--- src/rtl/controlador_mult_matrizes.sv ---
// -----------------------------------------------------------------------------
// controlador_mult_matrizes
//
// Sequential 5x5 signed int8 matrix multiplier C = A*B built around a single
// multiply-accumulate. Operands are latched when a run is accepted. Each
// element takes 5 MAC cycles plus 1 WRITE cycle, and elements are produced in
// row-major order.
//
// Optional feature: define SATURACAO_EN to clamp out-of-range elements to
// +127 / -128. Without it, such elements keep the low 8 bits of the
// accumulator (two's-complement wrap). overflow_flag behaves the same in both
// builds.
//
// Ports
//   clk           system clock, rising edge
//   rst           synchronous active-high reset
//   start         run request, sampled only in IDLE
//   A, B          5x5 int8 matrices, element [i][k] at bits (i*40+k*8)+:8
//   C             registered result matrix, same layout
//   overflow_flag sticky: some element of the current run left [-128,127]
//   busy          high from the cycle after acceptance until DONE is left
//   done          one-cycle pulse when C is complete
// -----------------------------------------------------------------------------
module controlador_mult_matrizes #(
    parameter int W_ACC = 20
) (
    input  logic         clk,
    input  logic         rst,
    input  logic         start,
    input  logic [199:0] A,
    input  logic [199:0] B,
    output logic [199:0] C,
    output logic         overflow_flag,
    output logic         busy,
    output logic         done
);

    typedef enum logic [1:0] {IDLE, MAC, WRITE, DONE} state_t;

    localparam logic signed [W_ACC-1:0] ACC_MAX = W_ACC'(127);
    localparam logic signed [W_ACC-1:0] ACC_MIN = W_ACC'(-128);

    state_t                   state_q, state_d;
    logic [199:0]             a_q, a_d;
    logic [199:0]             b_q, b_d;
    logic [7:0]               c_el_q [25];
    logic [7:0]               c_el_d [25];
    logic signed [W_ACC-1:0]  acc_q, acc_d;
    logic [2:0]               i_q, i_d;
    logic [2:0]               j_q, j_d;
    logic [2:0]               k_q, k_d;
    logic                     ovf_q, ovf_d;
    logic                     busy_q, busy_d;
    logic                     done_q, done_d;

    // Element views of the latched operands; flat index is row*5 + col.
    logic signed [7:0] a_el [25];
    logic signed [7:0] b_el [25];

    genvar gi;
    generate
        for (gi = 0; gi < 25; gi++) begin : g_el
            assign a_el[gi]        = a_q[gi*8 +: 8];
            assign b_el[gi]        = b_q[gi*8 +: 8];
            assign C[gi*8 +: 8]    = c_el_q[gi];
        end
    endgenerate

    logic [4:0]               a_idx, b_idx, w_idx;
    logic signed [7:0]        a_sel, b_sel;
    logic signed [15:0]       prod;
    logic                     acc_out_of_range;
    logic [7:0]               wr_val;

    always_comb begin
        a_idx = {2'b00, i_q} * 5'd5 + {2'b00, k_q};
        b_idx = {2'b00, k_q} * 5'd5 + {2'b00, j_q};
        w_idx = {2'b00, i_q} * 5'd5 + {2'b00, j_q};
        a_sel = a_el[a_idx];
        b_sel = b_el[b_idx];
        prod  = a_sel * b_sel;
        acc_out_of_range = (acc_q > ACC_MAX) || (acc_q < ACC_MIN);
    end

    // Value stored for the element currently in the accumulator.
    always_comb begin
`ifdef SATURACAO_EN
        if (acc_q > ACC_MAX) begin
            wr_val = 8'h7f;
        end else if (acc_q < ACC_MIN) begin
            wr_val = 8'h80;
        end else begin
            wr_val = acc_q[7:0];
        end
`else
        wr_val = acc_q[7:0];
`endif
    end

    always_comb begin
        state_d = state_q;
        a_d     = a_q;
        b_d     = b_q;
        c_el_d  = c_el_q;
        acc_d   = acc_q;
        i_d     = i_q;
        j_d     = j_q;
        k_d     = k_q;
        ovf_d   = ovf_q;
        busy_d  = busy_q;
        done_d  = 1'b0;

        case (state_q)
            IDLE: begin
                if (start) begin
                    a_d    = A;
                    b_d    = B;
                    for (int n = 0; n < 25; n++) c_el_d[n] = '0;
                    ovf_d  = 1'b0;
                    acc_d  = '0;
                    i_d    = '0;
                    j_d    = '0;
                    k_d    = '0;
                    busy_d = 1'b1;
                    state_d = MAC;
                end
            end
            MAC: begin
                acc_d = acc_q + W_ACC'(prod);
                if (k_q == 3'd4) begin
                    state_d = WRITE;
                end else begin
                    k_d = k_q + 3'd1;
                end
            end
            WRITE: begin
                c_el_d[w_idx] = wr_val;
                if (acc_out_of_range) ovf_d = 1'b1;
                acc_d   = '0;
                k_d     = '0;
                state_d = MAC;
                if (j_q == 3'd4) begin
                    j_d = '0;
                    if (i_q == 3'd4) begin
                        // Last element: done is registered so it is high for
                        // exactly the one cycle spent in DONE.
                        state_d = DONE;
                        done_d  = 1'b1;
                    end else begin
                        i_d = i_q + 3'd1;
                    end
                end else begin
                    j_d = j_q + 3'd1;
                end
            end
            DONE: begin
                busy_d  = 1'b0;
                state_d = IDLE;
            end
            default: state_d = IDLE;
        endcase
    end

    always_ff @(posedge clk) begin
        if (rst) begin
            state_q <= IDLE;
            a_q     <= '0;
            b_q     <= '0;
            for (int n = 0; n < 25; n++) c_el_q[n] <= '0;
            acc_q   <= '0;
            i_q     <= '0;
            j_q     <= '0;
            k_q     <= '0;
            ovf_q   <= 1'b0;
            busy_q  <= 1'b0;
            done_q  <= 1'b0;
        end else begin
            state_q <= state_d;
            a_q     <= a_d;
            b_q     <= b_d;
            c_el_q  <= c_el_d;
            acc_q   <= acc_d;
            i_q     <= i_d;
            j_q     <= j_d;
            k_q     <= k_d;
            ovf_q   <= ovf_d;
            busy_q  <= busy_d;
            done_q  <= done_d;
        end
    end

    assign overflow_flag = ovf_q;
    assign busy          = busy_q;
    assign done          = done_q;

endmodule

--- config.mk ---
export PLATFORM = sky130hd
export DESIGN_NAME = controlador_mult_matrizes
export DESIGN_NICKNAME = d
export VERILOG_FILES = /design/src/rtl/controlador_mult_matrizes.sv
export SDC_FILE = /design/constraint.sdc
export NUM_CORES = 2
export LEC_CHECK = 0
export ABC_AREA = 1
export CELL_PAD_IN_SITES_DETAIL_PLACEMENT = 1
export CELL_PAD_IN_SITES_GLOBAL_PLACEMENT = 2
export CORE_MARGIN = 4
export CORE_UTILIZATION = 30
export CTS_BUF_LIST = sky130_fd_sc_hd__clkbuf_4 sky130_fd_sc_hd__clkbuf_8
export CTS_CLUSTER_DIAMETER = 100
export CTS_CLUSTER_SIZE = 12
export DETAILED_ROUTE_END_ITERATION = 7
export GPL_TIMING_DRIVEN = 0
export PLACE_DENSITY_LB_ADDON = 0.25
export SYNTH_ARGS = -nofsm -noshare
export SYNTH_HDL_FRONTEND = slang
export SYNTH_SLANG_ARGS = --single-unit
export TNS_END_PERCENT = 20
--- constraint.sdc ---
create_clock -name clk -period 9.8 [get_ports clk]
set_input_delay 1.47 -clock clk [delete_from_list [all_inputs] [get_ports clk]]
set_output_delay 1.47 -clock clk [all_outputs]
set_load 0.005 [all_outputs]
==> insert_results.sql <==
INSERT INTO impl_metrics (metric_group, metric, value, unit) VALUES
('timing', 'final_max_slew_viol_count', '0', ''),
('detailed_routing', 'post_drt_via_cell_ratio', '4.99', ''),
('yosys', 'synthDistinctLibCells', '41', ''),
('yosys', 'synth_commonest_cells', '889 x nor2_1, 832 x nand2_1, 634 x dfxtp_1', ''),
('clock_network', 'numClockSinks', '634', ''),
('cells_and_area', 'areaGrowthSynthToFinish', '28.3', '%'),
('worst_setup_path', 'critical_path_buf_inv_count', '8', ''),
('worst_setup_path', 'critical_path_arrival', '9.09', 'ns'),
('clock_network', 'clkTransAtPathRegs', '0.10', 'ns'),
('floorplanning', 'fp-row-count', '117', ''),
('worst_setup_path', 'worst-setup-path-type', 'flop to flop', ''),
('detailed_routing', 'dr.pass1.iters', '5', ''),
('placement', 'finalWeightedCongestion', '0.862', ''),
('clock_network', 'cts_max_path_buffers', '3', ''),
('clock_network', 'cts.hold.buffers_added', '0', ''),
('detailed_routing', 'postRouteAntennaNets', '0', ''),
('worst_setup_path', 'cp_top_family', 'adder cells', ''),
('cells_and_area', 'layout_cells_sized_above_1', '5.13', '%'),
('yosys', 'yosysWarningCount', '0', ''),
('global_routing', 'first_pass_grt_wire_length', '215000', 'µm'),
('placement', 'dp_hpwl', '114000', 'µm'),
('global_routing', 'grt_max_degree', '17', ''),
('placement', 'io_buffers', '604', ''),
('global_routing', 'grt-ovfl-total', '0', ''),
('yosys', 'synth_nets', '4898', ''),
('floorplanning', 'die_height', '329', 'µm'),
('timing', 'slew_headroom', '28.2', '%'),
('timing', 'final.setup.tns', '0', 'ns'),
('detailed_routing', 'detailroute.via_count', '31860', ''),
('worst_setup_path', 'critical-path-slowest-cell', 'clkbuf_1', ''),
('yosys', 'postSynth.topFlopCell', 'dfxtp_1', ''),
('clock_network', 'post-cts-setup-buffer-count', '0', ''),
('floorplanning', 'initial_core_util', '30.3', '%'),
('yosys', 'async_reset_ff_share', '0', '%'),
('detailed_routing', 'totalWireLength', '146000', 'µm'),
('timing', 'hold-worst-slack', '0.464', 'ns'),
('placement', 'dpl-instance-area', '0.0387', 'mm²'),
('yosys', 'synth_seq_area_share', '41.1', '%'),
('timing', 'timing_worst_slew_pin_value', '1.08', 'ns'),
('worst_setup_path', 'critical_path_peak_fanout', '10', ''),
('detailed_routing', 'drt_iter0_drc', '2260', ''),
('yosys', 'synth_largest_area_cell', 'dfxtp_1', ''),
('timing', 'final-setup-viol-count', '0', ''),
('yosys', 'post_synthesis_cell_area', '0.0309', 'mm²'),
('yosys', 'proportion_of_netlist_area_held_by_the_largest_area_contributor', '41.1', '%'),
('timing', 'fin_worst_skew', '0.0509', 'ns'),
('yosys', 'avgSynthCellArea', '7.13', 'µm²'),
('detailed_routing', 'dr_drc_count', '0', ''),
('worst_setup_path', 'max_stage_delay', '0.61', 'ns'),
('clock_network', 'tritoncts', 'done', ''),
('power', 'vdd_ir_drop_max', '0.177', 'mV'),
('global_routing', 'overall_global_routing_usage', '26.3', '%'),
('placement', 'placedCellCount', '6308', ''),
('floorplanning', 'die-width', '329', 'µm'),
('worst_setup_path', 'setup.worst_path.start_class', 'flop', ''),
('job', 'max-cap-violations', '0', ''),
('timing', 'max_freq', '118', 'MHz'),
('detailed_routing', 'wl_per_cell', '22.9', 'µm'),
('clock_network', 'cts_repair_resize_count', '0', ''),
('outcome', 'status', 'finished clean', ''),
('timing', 'final.min_clock_period', '8.49', 'ns'),
('yosys', 'synthCells', '4335', ''),
('yosys', 'synth-edff-count', '0', ''),
('clock_network', 'cts-root-buf', 'clkbuf_8', ''),
('yosys', 'synthMostInstantiatedCell', 'nor2_1', ''),
('timing', 'final_min_period_over_clock_period', '86.7', '%'),
('cells_and_area', 'design.final.nets', '5565', ''),
('global_routing', 'antenna_violations_before_repair', '17', ''),
('clock_network', 'clock_latency', '0.77', 'ns'),
('yosys', 'yosys_register_bits', '634', ''),
('clock_network', 'cts-buffers-inserted', '60', '');
==> registers in the layout (all words and copies together), names as in the netlist, 2 cells and up <==
register	flops
state_q	2
C	200
b_q	200
a_q	200
acc_q	20
j_q	3
i_q	3
k_q	3
==> cell type report <==
class / count / area, µm²
antenna: 8 / 20.0
buffer: 278 / 1200
clock buffer: 63 / 855
clock inverter: 6 / 78.8
fill: 12883 / 62400
inverter: 206 / 776
multi-input combinational: 3217 / 16200
sequential: 634 / 12700
tap: 1368 / 1710
timing repair buffer: 605 / 6060
==> routing by layer <==
layer  global-route usage, %  wire length, µm
met1                    34.0            63900
met2                    44.3            68800
met3                    4.40             8110
met4                    9.13             5550
met5                       0               75
==> final timing paths <==
path | start | end | slack (ns) | cells past startpoint
min | acc_q[1] | acc_q[1] | 0.46 | 2
max reg2reg | k_q[2] | acc_q[17] | 1.31 | 31
max | k_q[2] | acc_q[17] | 1.31 | 31
min reg2reg | acc_q[1] | acc_q[1] | 0.46 | 2
==> stage by stage <==
step	power, W	utilization [%]	setup slack [ns]
final	0.00818	38.8	1.31
after global routing	0.00887	38.8	0.811
after CTS	0.00826	38.8	1.29
after detailed placement	0.00665	37.9	1.36
after global placement	0.00656	37.9	0.223
after floorplan	0.00535	-	2.53
==> power breakdown <==
part | internal (W) | leakage, nW | switching [W]
clock network | 0.000597 | 0.480 | 0.000983
logic | 0.00129 | 10.3 | 0.00241
registers | 0.00278 | 5.20 | 0.000131
total | 0.00466 | 16.0 | 0.00352
==> worst register-to-register path, delay by kind of cell (launching register included) <==
| family | cells | cell delay (ns) |
|---|---|---|
| adders and majority gates | 9 | 3.96 |
| AOI/OAI and AO/OA | 3 | 0.71 |
| DFF | 1 | 0.50 |
| buffers and inverters | 8 | 1.49 |
| and+or+nand+nor | 11 | 1.69 |
==> placed cells by master (no fill, tap or decap), drive strengths merged <==
cell	count
bufinv	1
xor2	5
nand3b	2
dfxtp	634
nand4	24
o21a	2
clkdlybuf4s50	604
nor3	6
buf	118
clkbuf	224
a31oi	1
fa	92
nor4	4
a31o	1
xnor2	4
nor2	924
a21oi	277
diode	8
inv	209
a32o	1
o21ai	437
clkinvlp	2
or2	7
nand2	844
nand3	516
a211oi	1
and3	1
ha	68
==> logic make-up after synthesis <==
kind of cell	count (synthesis)	synth area share [%]
xor+xnor	9	0.413
fa+ha+maj	160	8.71
buf+inv	484	6.38
flops	634	41.1
compound gates	720	11.8
simple gates	2328	31.7
Note: power is estimated with default switching activity, not from simulation.
